`src/rtl/game_pkg.sv`:
```
// rtl/game_pkg.sv - shared types and widths for the game-end sequencer
// Purpose: state encoding of the game-end FSM and the score width that is
//          shared with the score counter and the end-screen renderer.
// Ports:   none (package).

package game_pkg;

    localparam int SCORE_W = 16;

    // Encoding is fixed: the state code is exported on a debug port.
    typedef enum logic [2:0] {
        ST_PLAY      = 3'd0,
        ST_DYING     = 3'd1,
        ST_END_WAIT  = 3'd2,
        ST_END_READY = 3'd3,
        ST_RESTART   = 3'd4
    } game_state_e;

endpackage

```
`src/rtl/game_over_ctrl_if.sv`:
```
// rtl/game_over_ctrl_if.sv - signal bundle between game logic and the game-end sequencer
// Purpose: groups the frame/event/key inputs and the end-screen outputs.
// Ports:   master drives startOfFrame, playerDead, invadersLanded, score,
//          keyStart, keyCredit and observes the outputs;
//          slave (the sequencer) drives gameEnded, newHighScore, highScore,
//          showCredits, restartGame, state.

interface game_over_ctrl_if #(
    parameter int SCORE_W = game_pkg::SCORE_W
);
    logic               startOfFrame;
    logic               playerDead;
    logic               invadersLanded;
    logic [SCORE_W-1:0] score;
    logic               keyStart;
    logic               keyCredit;
    logic               gameEnded;
    logic               newHighScore;
    logic [SCORE_W-1:0] highScore;
    logic               showCredits;
    logic               restartGame;
    logic [2:0]         state;

    modport master (
        output startOfFrame, playerDead, invadersLanded, score, keyStart, keyCredit,
        input  gameEnded, newHighScore, highScore, showCredits, restartGame, state
    );

    modport slave (
        input  startOfFrame, playerDead, invadersLanded, score, keyStart, keyCredit,
        output gameEnded, newHighScore, highScore, showCredits, restartGame, state
    );
endinterface

```
`src/rtl/key_edge_detect.sv`:
```
// rtl/key_edge_detect.sv - registered rising-edge detector for one key level
// Purpose: turns a debounced key level into a one-cycle registered press.
// Ports:   clk, reset (sync, active-high), key_in (level), press (1-cycle pulse,
//          one cycle after the rising edge of key_in).

module key_edge_detect (
    input  logic clk,
    input  logic reset,
    input  logic key_in,
    output logic press
);

    logic key_q, key_d;
    logic press_q, press_d;

    always_comb begin
        key_d   = key_in;
        press_d = key_in & ~key_q;
    end

    always_ff @(posedge clk) begin
        if (reset) begin
            key_q   <= 1'b0;
            press_q <= 1'b0;
        end else begin
            key_q   <= key_d;
            press_q <= press_d;
        end
    end

    assign press = press_q;

endmodule

```
`src/rtl/game_over_ctrl.sv`:
```
// rtl/game_over_ctrl.sv - game-end sequencer feeding the end-screen renderer
// Purpose: detects game end, waits out the death animation, latches the
//          high-score comparison, holds off keys for a lockout period, then
//          handles credit-page toggling and restart.
// Ports:   clk, reset (sync, active-high);
//          bus (game_over_ctrl_if.slave): startOfFrame, playerDead,
//          invadersLanded, score, keyStart, keyCredit in; gameEnded,
//          newHighScore, highScore, showCredits, restartGame, state out.
//          All outputs are registered.

module game_over_ctrl #(
    parameter int SCORE_W        = game_pkg::SCORE_W,
    parameter int DEATH_FRAMES   = 60,
    parameter int LOCKOUT_FRAMES = 30,
    parameter int FCNT_W         = 8
) (
    input  logic             clk,
    input  logic             reset,
    game_over_ctrl_if.slave  bus
);
    import game_pkg::*;

    localparam logic [FCNT_W-1:0] DEATH_LAST = FCNT_W'(DEATH_FRAMES - 1);
    localparam logic [FCNT_W-1:0] LOCK_LAST  = FCNT_W'(LOCKOUT_FRAMES - 1);

    logic start_press;
    logic credit_press;

    // Key history runs in every state so a key held through lockout
    // never shows up as a press once END_READY is reached.
    key_edge_detect u_start_edge (
        .clk    (clk),
        .reset  (reset),
        .key_in (bus.keyStart),
        .press  (start_press)
    );

    key_edge_detect u_credit_edge (
        .clk    (clk),
        .reset  (reset),
        .key_in (bus.keyCredit),
        .press  (credit_press)
    );

    game_state_e        state_q, state_d;
    logic [FCNT_W-1:0]  fcnt_q, fcnt_d;
    logic               game_ended_q, game_ended_d;
    logic               new_high_q, new_high_d;
    logic [SCORE_W-1:0] high_score_q, high_score_d;
    logic               show_credits_q, show_credits_d;
    logic               restart_q, restart_d;

    always_comb begin
        state_d        = state_q;
        fcnt_d         = fcnt_q;
        game_ended_d   = game_ended_q;
        new_high_d     = new_high_q;
        high_score_d   = high_score_q;
        show_credits_d = show_credits_q;
        restart_d      = 1'b0;

        case (state_q)
            ST_PLAY: begin
                if (bus.playerDead | bus.invadersLanded) begin
                    state_d = ST_DYING;
                    fcnt_d  = '0;
                end
            end

            ST_DYING: begin
                if (bus.startOfFrame) begin
                    if (fcnt_q == DEATH_LAST) begin
                        state_d      = ST_END_WAIT;
                        fcnt_d       = '0;
                        game_ended_d = 1'b1;
                        // Strict compare: tying the record is not a new record.
                        if (bus.score > high_score_q) begin
                            high_score_d = bus.score;
                            new_high_d   = 1'b1;
                        end else begin
                            new_high_d   = 1'b0;
                        end
                    end else begin
                        fcnt_d = fcnt_q + FCNT_W'(1);
                    end
                end
            end

            ST_END_WAIT: begin
                if (bus.startOfFrame) begin
                    if (fcnt_q == LOCK_LAST) begin
                        state_d = ST_END_READY;
                        fcnt_d  = '0;
                    end else begin
                        fcnt_d = fcnt_q + FCNT_W'(1);
                    end
                end
            end

            ST_END_READY: begin
                // Start wins over a simultaneous credit press.
                if (start_press) begin
                    state_d   = ST_RESTART;
                    restart_d = 1'b1;
                end else if (credit_press) begin
                    show_credits_d = ~show_credits_q;
                end
            end

            ST_RESTART: begin
                state_d        = ST_PLAY;
                game_ended_d   = 1'b0;
                new_high_d     = 1'b0;
                show_credits_d = 1'b0;
            end

            default: begin
                state_d = ST_PLAY;
                fcnt_d  = '0;
            end
        endcase
    end

    always_ff @(posedge clk) begin
        if (reset) begin
            state_q        <= ST_PLAY;
            fcnt_q         <= '0;
            game_ended_q   <= 1'b0;
            new_high_q     <= 1'b0;
            high_score_q   <= '0;
            show_credits_q <= 1'b0;
            restart_q      <= 1'b0;
        end else begin
            state_q        <= state_d;
            fcnt_q         <= fcnt_d;
            game_ended_q   <= game_ended_d;
            new_high_q     <= new_high_d;
            high_score_q   <= high_score_d;
            show_credits_q <= show_credits_d;
            restart_q      <= restart_d;
        end
    end

    assign bus.gameEnded    = game_ended_q;
    assign bus.newHighScore = new_high_q;
    assign bus.highScore    = high_score_q;
    assign bus.showCredits  = show_credits_q;
    assign bus.restartGame  = restart_q;
    assign bus.state        = state_q;

endmodule

```
`src/flat_wrapper.sv`:
```
// flat-port wrapper written by rule: the top's interface ports become plain ports
module game_over_ctrl_flat import game_pkg::*;
#(
    parameter int SCORE_W        = game_pkg::SCORE_W,
    parameter int DEATH_FRAMES   = 60,
    parameter int LOCKOUT_FRAMES = 30,
    parameter int FCNT_W         = 8
)
  (clk, reset, bus_startOfFrame, bus_playerDead, bus_invadersLanded, bus_score, bus_keyStart, bus_keyCredit, bus_gameEnded, bus_newHighScore, bus_highScore, bus_showCredits, bus_restartGame, bus_state);
  game_over_ctrl_if #(.SCORE_W(SCORE_W)) bus_i ();
  input  logic clk;
  input  logic reset;
  input wire logic [$bits(bus_i.startOfFrame)-1:0] bus_startOfFrame;
  input wire logic [$bits(bus_i.playerDead)-1:0] bus_playerDead;
  input wire logic [$bits(bus_i.invadersLanded)-1:0] bus_invadersLanded;
  input wire logic [$bits(bus_i.score)-1:0] bus_score;
  input wire logic [$bits(bus_i.keyStart)-1:0] bus_keyStart;
  input wire logic [$bits(bus_i.keyCredit)-1:0] bus_keyCredit;
  output wire logic [$bits(bus_i.gameEnded)-1:0] bus_gameEnded;
  output wire logic [$bits(bus_i.newHighScore)-1:0] bus_newHighScore;
  output wire logic [$bits(bus_i.highScore)-1:0] bus_highScore;
  output wire logic [$bits(bus_i.showCredits)-1:0] bus_showCredits;
  output wire logic [$bits(bus_i.restartGame)-1:0] bus_restartGame;
  output wire logic [$bits(bus_i.state)-1:0] bus_state;
  assign bus_i.startOfFrame = bus_startOfFrame;
  assign bus_i.playerDead = bus_playerDead;
  assign bus_i.invadersLanded = bus_invadersLanded;
  assign bus_i.score = bus_score;
  assign bus_i.keyStart = bus_keyStart;
  assign bus_i.keyCredit = bus_keyCredit;
  assign bus_gameEnded = bus_i.gameEnded;
  assign bus_newHighScore = bus_i.newHighScore;
  assign bus_highScore = bus_i.highScore;
  assign bus_showCredits = bus_i.showCredits;
  assign bus_restartGame = bus_i.restartGame;
  assign bus_state = bus_i.state;
  game_over_ctrl #(.SCORE_W(SCORE_W), .DEATH_FRAMES(DEATH_FRAMES), .LOCKOUT_FRAMES(LOCKOUT_FRAMES), .FCNT_W(FCNT_W)) u_core (.clk(clk), .reset(reset), .bus(bus_i));
endmodule
```
`config.mk`:
```
export PLATFORM = sky130hd
export DESIGN_NAME = game_over_ctrl_flat
export DESIGN_NICKNAME = d
export VERILOG_FILES = /design/src/rtl/game_pkg.sv /design/src/rtl/game_over_ctrl_if.sv /design/src/rtl/key_edge_detect.sv /design/src/rtl/game_over_ctrl.sv /design/src/flat_wrapper.sv
export SDC_FILE = /design/constraint.sdc
export NUM_CORES = 1
export LEC_CHECK = 0
export ABC_AREA = 1
export CAP_MARGIN = 10
export CORE_ASPECT_RATIO = 1.4
export CORE_MARGIN = 2
export CORE_UTILIZATION = 30
export CTS_CLUSTER_SIZE = 28
export DETAILED_ROUTE_END_ITERATION = 10
export GPL_ROUTABILITY_DRIVEN = 0
export GPL_TIMING_DRIVEN = 0
export SKIP_CTS_REPAIR_TIMING = 1
export SLEW_MARGIN = 5
export SYNTH_ARGS = -nofsm -noshare
export SYNTH_HDL_FRONTEND = slang
export SYNTH_HIERARCHICAL = 1
export SYNTH_SLANG_ARGS = --single-unit
```
`constraint.sdc`:
```
create_clock -name clk -period 1.9 [get_ports clk]
set_clock_uncertainty 0.2 [all_clocks]
set_input_delay 0.285 -clock clk [delete_from_list [all_inputs] [get_ports clk]]
set_output_delay 0.285 -clock clk [all_outputs]
set_load 0.005 [all_outputs]
```
# [Word-level counts from Yosys, hierarchy flattened]
# Index checks and enable logic that the tools add are counted.
[totals] register_bits=35 in_bits=23
[classes] reduce_logical=10 eq_ne=14 magnitude_cmp=1 n_mux=24 bitwise=8 add_sub_neg=1
[ops] cell="$mux W8" n=5
[ops] cell="$pmux W8 S4" n=1
[ops] cell="$mux W3" n=6
[ops] cell="$gt A16 B16 Y1" n=1
[ops] cell="$pmux W3 S4" n=1
[ops] cell="$ne A2 B2 Y1 const B" n=5
[ops] cell="$add A8 B1 Y8 const B" n=1
[ops] cell="$eq A8 B5 Y1 const B" n=1
[ops] cell="$eq A8 B6 Y1 const B" n=1
[ops] cell="$mux W1" n=8
[ops] cell="$reduce_and A4 Y1" n=2
[ops] cell="$eq A3 B2 Y1 const B" n=2
[ops] cell="$ne A2 B1 Y1 const B" n=3
[ops] cell="$pmux W1 S2" n=3
[ops] cell="$reduce_and A3 Y1" n=2
[ops] cell="$reduce_and A6 Y1" n=1
[ops] cell="$not A1 Y1" n=5
[ops] cell="$reduce_bool A2 Y1" n=2
[ops] cell="$reduce_or A2 Y1" n=2
[ops] cell="$eq A3 B1 Y1 const B" n=1
[ops] cell="$eq A3 B3 Y1 const B" n=1
[ops] cell="$logic_not A3 Y1" n=1
[ops] cell="$and A1 B1 Y1" n=2
[ops] cell="$or A1 B1 Y1" n=1

# [Depth between registers and ports, before layout]
[logic_depth] ltp_word=5 ltp_mapped=16 depth_no_buf=15

# [Modules after synthesis]
# Netlist, hierarchy kept.
[by_module_without_submodules] module="game_over_ctrl" cells_per_inst=285 area_per_inst_um2=1860.5 n_inst=1 seq_area_each_um2=620.6
[by_module_without_submodules] module="key_edge_detect" cells_per_inst=6 area_per_inst_um2=60.1 n_inst=2 seq_area_each_um2=40.0

# [Worst setup path after synthesis]
# Ideal clock, no wire load.
[synth_path] path_kind="register -> register" startpoint="register u_core.high_score_q[7] (netlist: u_core/bus.highScore[7])" endpoint="register u_core.new_high_q (netlist: u_core/bus.newHighScore)" setup_ns=0.128 synth_period_minus_slack_ns=1.747 n_path_buf=1 path_slack_ns=0.153 stages_incl_launch_ff=11 t_required_ns=1.572 arrival_time_ns=1.419 path_cell_list="dfxtp_1 > inv_1 > ha_1 > a21o_1 > nor2_1 > nand2_1 > nand2_1 > nand2_1 > nand2_2 > buf_2 > a21oi_1"
[synth_between] elab_chain_len=5
[synth_lines] item="from (decl)" line_no="game_over_ctrl.sv:49" rtl="logic [SCORE_W-1:0] high_score_q, high_score_d;"
[synth_lines] item="from (signal assigned)" line_no="game_over_ctrl.sv:138" rtl="high_score_q <= high_score_d;"
[synth_lines] item="$gt A16 B16 Y1" line_no="game_over_ctrl.sv:77" rtl="if (bus.score > high_score_q) begin"
[synth_lines] item="$mux W1" line_no="game_over_ctrl.sv:77"
[synth_lines] item="$mux W1" line_no="game_over_ctrl.sv:72" rtl="if (fcnt_q == DEATH_LAST) begin"
[synth_lines] item="$mux W1" line_no="game_over_ctrl.sv:71" rtl="if (bus.startOfFrame) begin"
[synth_lines] item="$pmux W1 S2" line_no="game_over_ctrl.sv:62" rtl="case (state_q)"
[synth_lines] item="to (signal assigned)" line_no="game_over_ctrl.sv:137" rtl="new_high_q <= new_high_d;"
[synth_lines] item="to (decl)" line_no="game_over_ctrl.sv:48" rtl="logic new_high_q, new_high_d;"
# Every way passes these cells. The select of a mux whose other input is x is not followed.
# A chain may end at the register's enable or synchronous reset.

# [Final worst setup path]
[layout_path] startpoint="register u_core.high_score_q[14] (netlist: u_core/bus.highScore[14])" endpoint="register u_core.high_score_q[11] (netlist: u_core/bus.highScore[11])"
[layout_between] elab_chain_len=2
[layout_lines] item="$gt A16 B16 Y1" line_no="game_over_ctrl.sv:77"
[layout_lines] item="$reduce_and A4 Y1 (no source line)"
# Every way passes these cells.

==> run summary <==
================================================================================
Outcome ........................................................... finished with violations
Violated checks ................................................... negative setup slack
TritonCTS clock tree ..............................................          yes
Arr. time, crit path ..............................................      1.90 ns
Slew headroom .....................................................        61.0%
Maximum root-to-sink buffer count .................................            2
Hold-critical path depth ..........................................            3
Share of cells above drive strength 1 .............................        31.0%
Vias in the first global route ....................................         1844
Detailed placer's ending HPWL .....................................      3.31 mm
Grt total ovfl ....................................................            0
Master cell of the clock root buffer ..............................     clkbuf_8
Clock latency at the later pin of the worst-skew pair .............      0.29 ns
Warning count from the yosys run ..................................            6
Post-Synthesis Net Count ..........................................          338
Tightest Pin Transition ...........................................     0.584 ns
Final hold violations .............................................            0
Distinct cell type count after synthesis ..........................           23
Average cell area after synthesis .................................     6.67 µm²
Delay of the slowest critical-path stage ..........................      0.33 ns
Critical-path maximum fanout ......................................            8
Std cell rows .....................................................           35
Critical path class ...............................................      reg2reg
Post-detailed-route count of antenna-violating nets ...............            0
Area growth from synthesis to final layout ........................        58.5%
Wire per inst .....................................................      11.3 µm
Count of state elements after synthesis ...........................           35
Number of antenna violations at the first check in global routing .            0
Cell Chain, Critical Path ......................................... inv_2 > ha_1 > nand2_2 > nor2_4 > buf_4 > a21oi_4 > nand2_2 > nand2_8 > clkbuf_16 > nand2_2 > nand2_1 > nor2_1
Unrepaired setup endpoints after global routing ...................          yes
Die footprint .....................................................     7280 µm²
Number of cell instances on the worst register-to-register path ...           12
Io pins ...........................................................           46
Clock slew at reported path FFs ...................................      0.08 ns
Hold Crit Class ...................................................       in2reg
First-pass GRT wire length ........................................      7.60 mm
Period utilisation layout .........................................         101%
Achievable Freq ...................................................      520 MHz
Die Span X ........................................................      72.7 µm
Post-Place Setup Slack ............................................    -0.480 ns
Sinks on Clock Net ................................................           35
Setup violation total in the final timing report ..................           11
Initial DRT Pass Iterations .......................................            4
Post-placement cell area ..........................................     2520 µm²
Maximum Capacitance Violations ....................................            0
VDD IR-drop max ...................................................       346 µV
Effective utilization at floorplan ................................        30.6%
Critical path data required time ..................................      1.88 ns
Largest cells by area after synthesis ............................. dfxtp_1, nand2_1, ha_1
Design area .......................................................     3140 µm²
Register area share after synthesis ...............................        35.4%
Total DRC errors in the routed layout .............................            0
Leakage Power .....................................................      1.51 nW
Syn Std Cell Area .................................................     1980 µm²
CTS H-Tree Depth ..................................................            2
Number of standard cells after synthesis ..........................          297
Critical Path Sink Type ...........................................     register
Max Transition Viols Final ........................................            0
Initial DRC Count .................................................           58
Crit path time final ..............................................      1.92 ns
Number of nets in the layout ......................................          401
Smallest setup slack after layout .................................   -0.0243 ns
Hold Worst Slack ..................................................    0.0724 ns
Number of inserted diodes .........................................            0
Library cell with the largest summed area after synthesis .........      dfxtp_1
Total power divided by cell area ..................................   638 nW/µm²
Post-layout utilization of the core ...............................        48.4%
Count of port buffers added during placement ......................           45
Pin count of the biggest net entering global routing ..............           11
Core Region .......................................................     6480 µm²
Slowest library cell on the worst path ............................      dfxtp_2
Total routing usage reported by global routing ....................        13.1%
Chip Height .......................................................       100 µm
Total wirelength of the detailed-routed design ....................      4.93 mm
Top-area cell type share of the netlist area ......................        35.4%
Via/cell ratio ....................................................         4.57
Most frequent cell on the critical path ...........................      nand2_2
Number of buffers added by the clock tree synthesis step ..........            5
Element type at the critical path start ...........................     register
Number of vias in the routed layout ...............................         1990
================================================================================
worst paths after layout:
kind | from | to | slack [ns]
max | u_core/bus.highScore[14] | u_core/bus.highScore[11] | -0.02
min | bus_score[8] | u_core/bus.highScore[8] | 0.07
min reg2reg | u_core/u_start_edge/key_q | u_core/u_start_edge/press | 0.20
max reg2reg | u_core/bus.highScore[14] | u_core/bus.highScore[11] | -0.02
sequential cells by signal (all words and copies together), names as in the netlist:
register,flops
u_core/bus.highScore,16
u_core/fcnt_q,8
u_core/bus.state,3
u_core/bus.gameEnded,1
u_core/bus.newHighScore,1
u_core/bus.restartGame,1
u_core/bus.showCredits,1
u_core/u_credit_edge/key_q,1
u_core/u_credit_edge/press,1
u_core/u_start_edge/key_q,1
u_core/u_start_edge/press,1
cells in the final DEF (no fill, tap or decap), drive strengths merged:
master	n
nor2	65
nand3	10
ha	18
clkdlybuf4s50	29
xor2	2
a311oi	1
a31oi	1
clkbuf	14
buf	11
a21oi	14
o21ai	8
nor3b	3
a21o	1
inv	47
nand2	80
dfxtp	35
dlymetal6s2s	16
nand4	6
metrics by stage:
step | setup TNS (ns) | total power (W) | instances
3_3_place_gp | -8.20 | 0.00133 | 416
3_5_place_dp | -8.47 | 0.00133 | 416
6_report | -0.150 | 0.00200 | 435
4_1_cts | -2.40 | 0.00194 | 424
2_1_floorplan | 0 | 0.00116 | 297
5_1_grt | -1.60 | 0.00215 | 435
cells by family after synthesis:
family,share of synthesized area (%)
fa+ha+maj,11.4
flops,35.4
buf+inv,10.9
compound gates,6.70
simple gates,34.8
xor+xnor,0.885
where the power goes:
part | internal, W | switching, W | total, W | leakage (nW)
clock | 0.000331 | 0.000266 | 0.000597 | 0.0515
combinational | 0.000246 | 0.000323 | 0.000569 | 1.17
sequential | 0.000779 | 0.0000573 | 0.000836 | 0.292
total | 0.00136 | 0.000646 | 0.00200 | 1.51
routing by layer:
metal | global-route usage [%] | vias up | wire length (µm) | part of all wire [%]
met5 | 0 | - | 0 | 0
met4 | 4.70 | 0 | 77 | 1.6
met3 | 3.01 | 7 | 192 | 3.9
met2 | 24.2 | 44 | 2670 | 54
met1 | 14.2 | 896 | 1990 | 40
li1 | - | 1043 | - | -
cell type report:
class,instances,area (µm²)
plain buffers,6,57.6
clock buffers,8,100
fillers,658,3340
inverters,47,176
multi-input cells,209,1360
flip-flops and latches,35,723
well taps,74,92.6
repair buffers,56,626
worst max-delay path, delay by kind of cell (launching register included):
family	cells	cell delay, ns
compound gates	1	0.13
fa+ha+maj	1	0.29
buf+inv	3	0.34
flops	1	0.33
simple gates	7	0.53
synthesized netlist by cell type, drive strengths merged:
cell,instances
o21ai,8
a31oi,1
a21oi,14
nand4,6
ha,18
nor2,65
nand3,10
a21o,1
xor2,2
dfxtp,35
nand2,80
a311oi,1
buf,3
inv,47
nor3b,3
clkbuf,3
(Power assumes the default switching activity.)
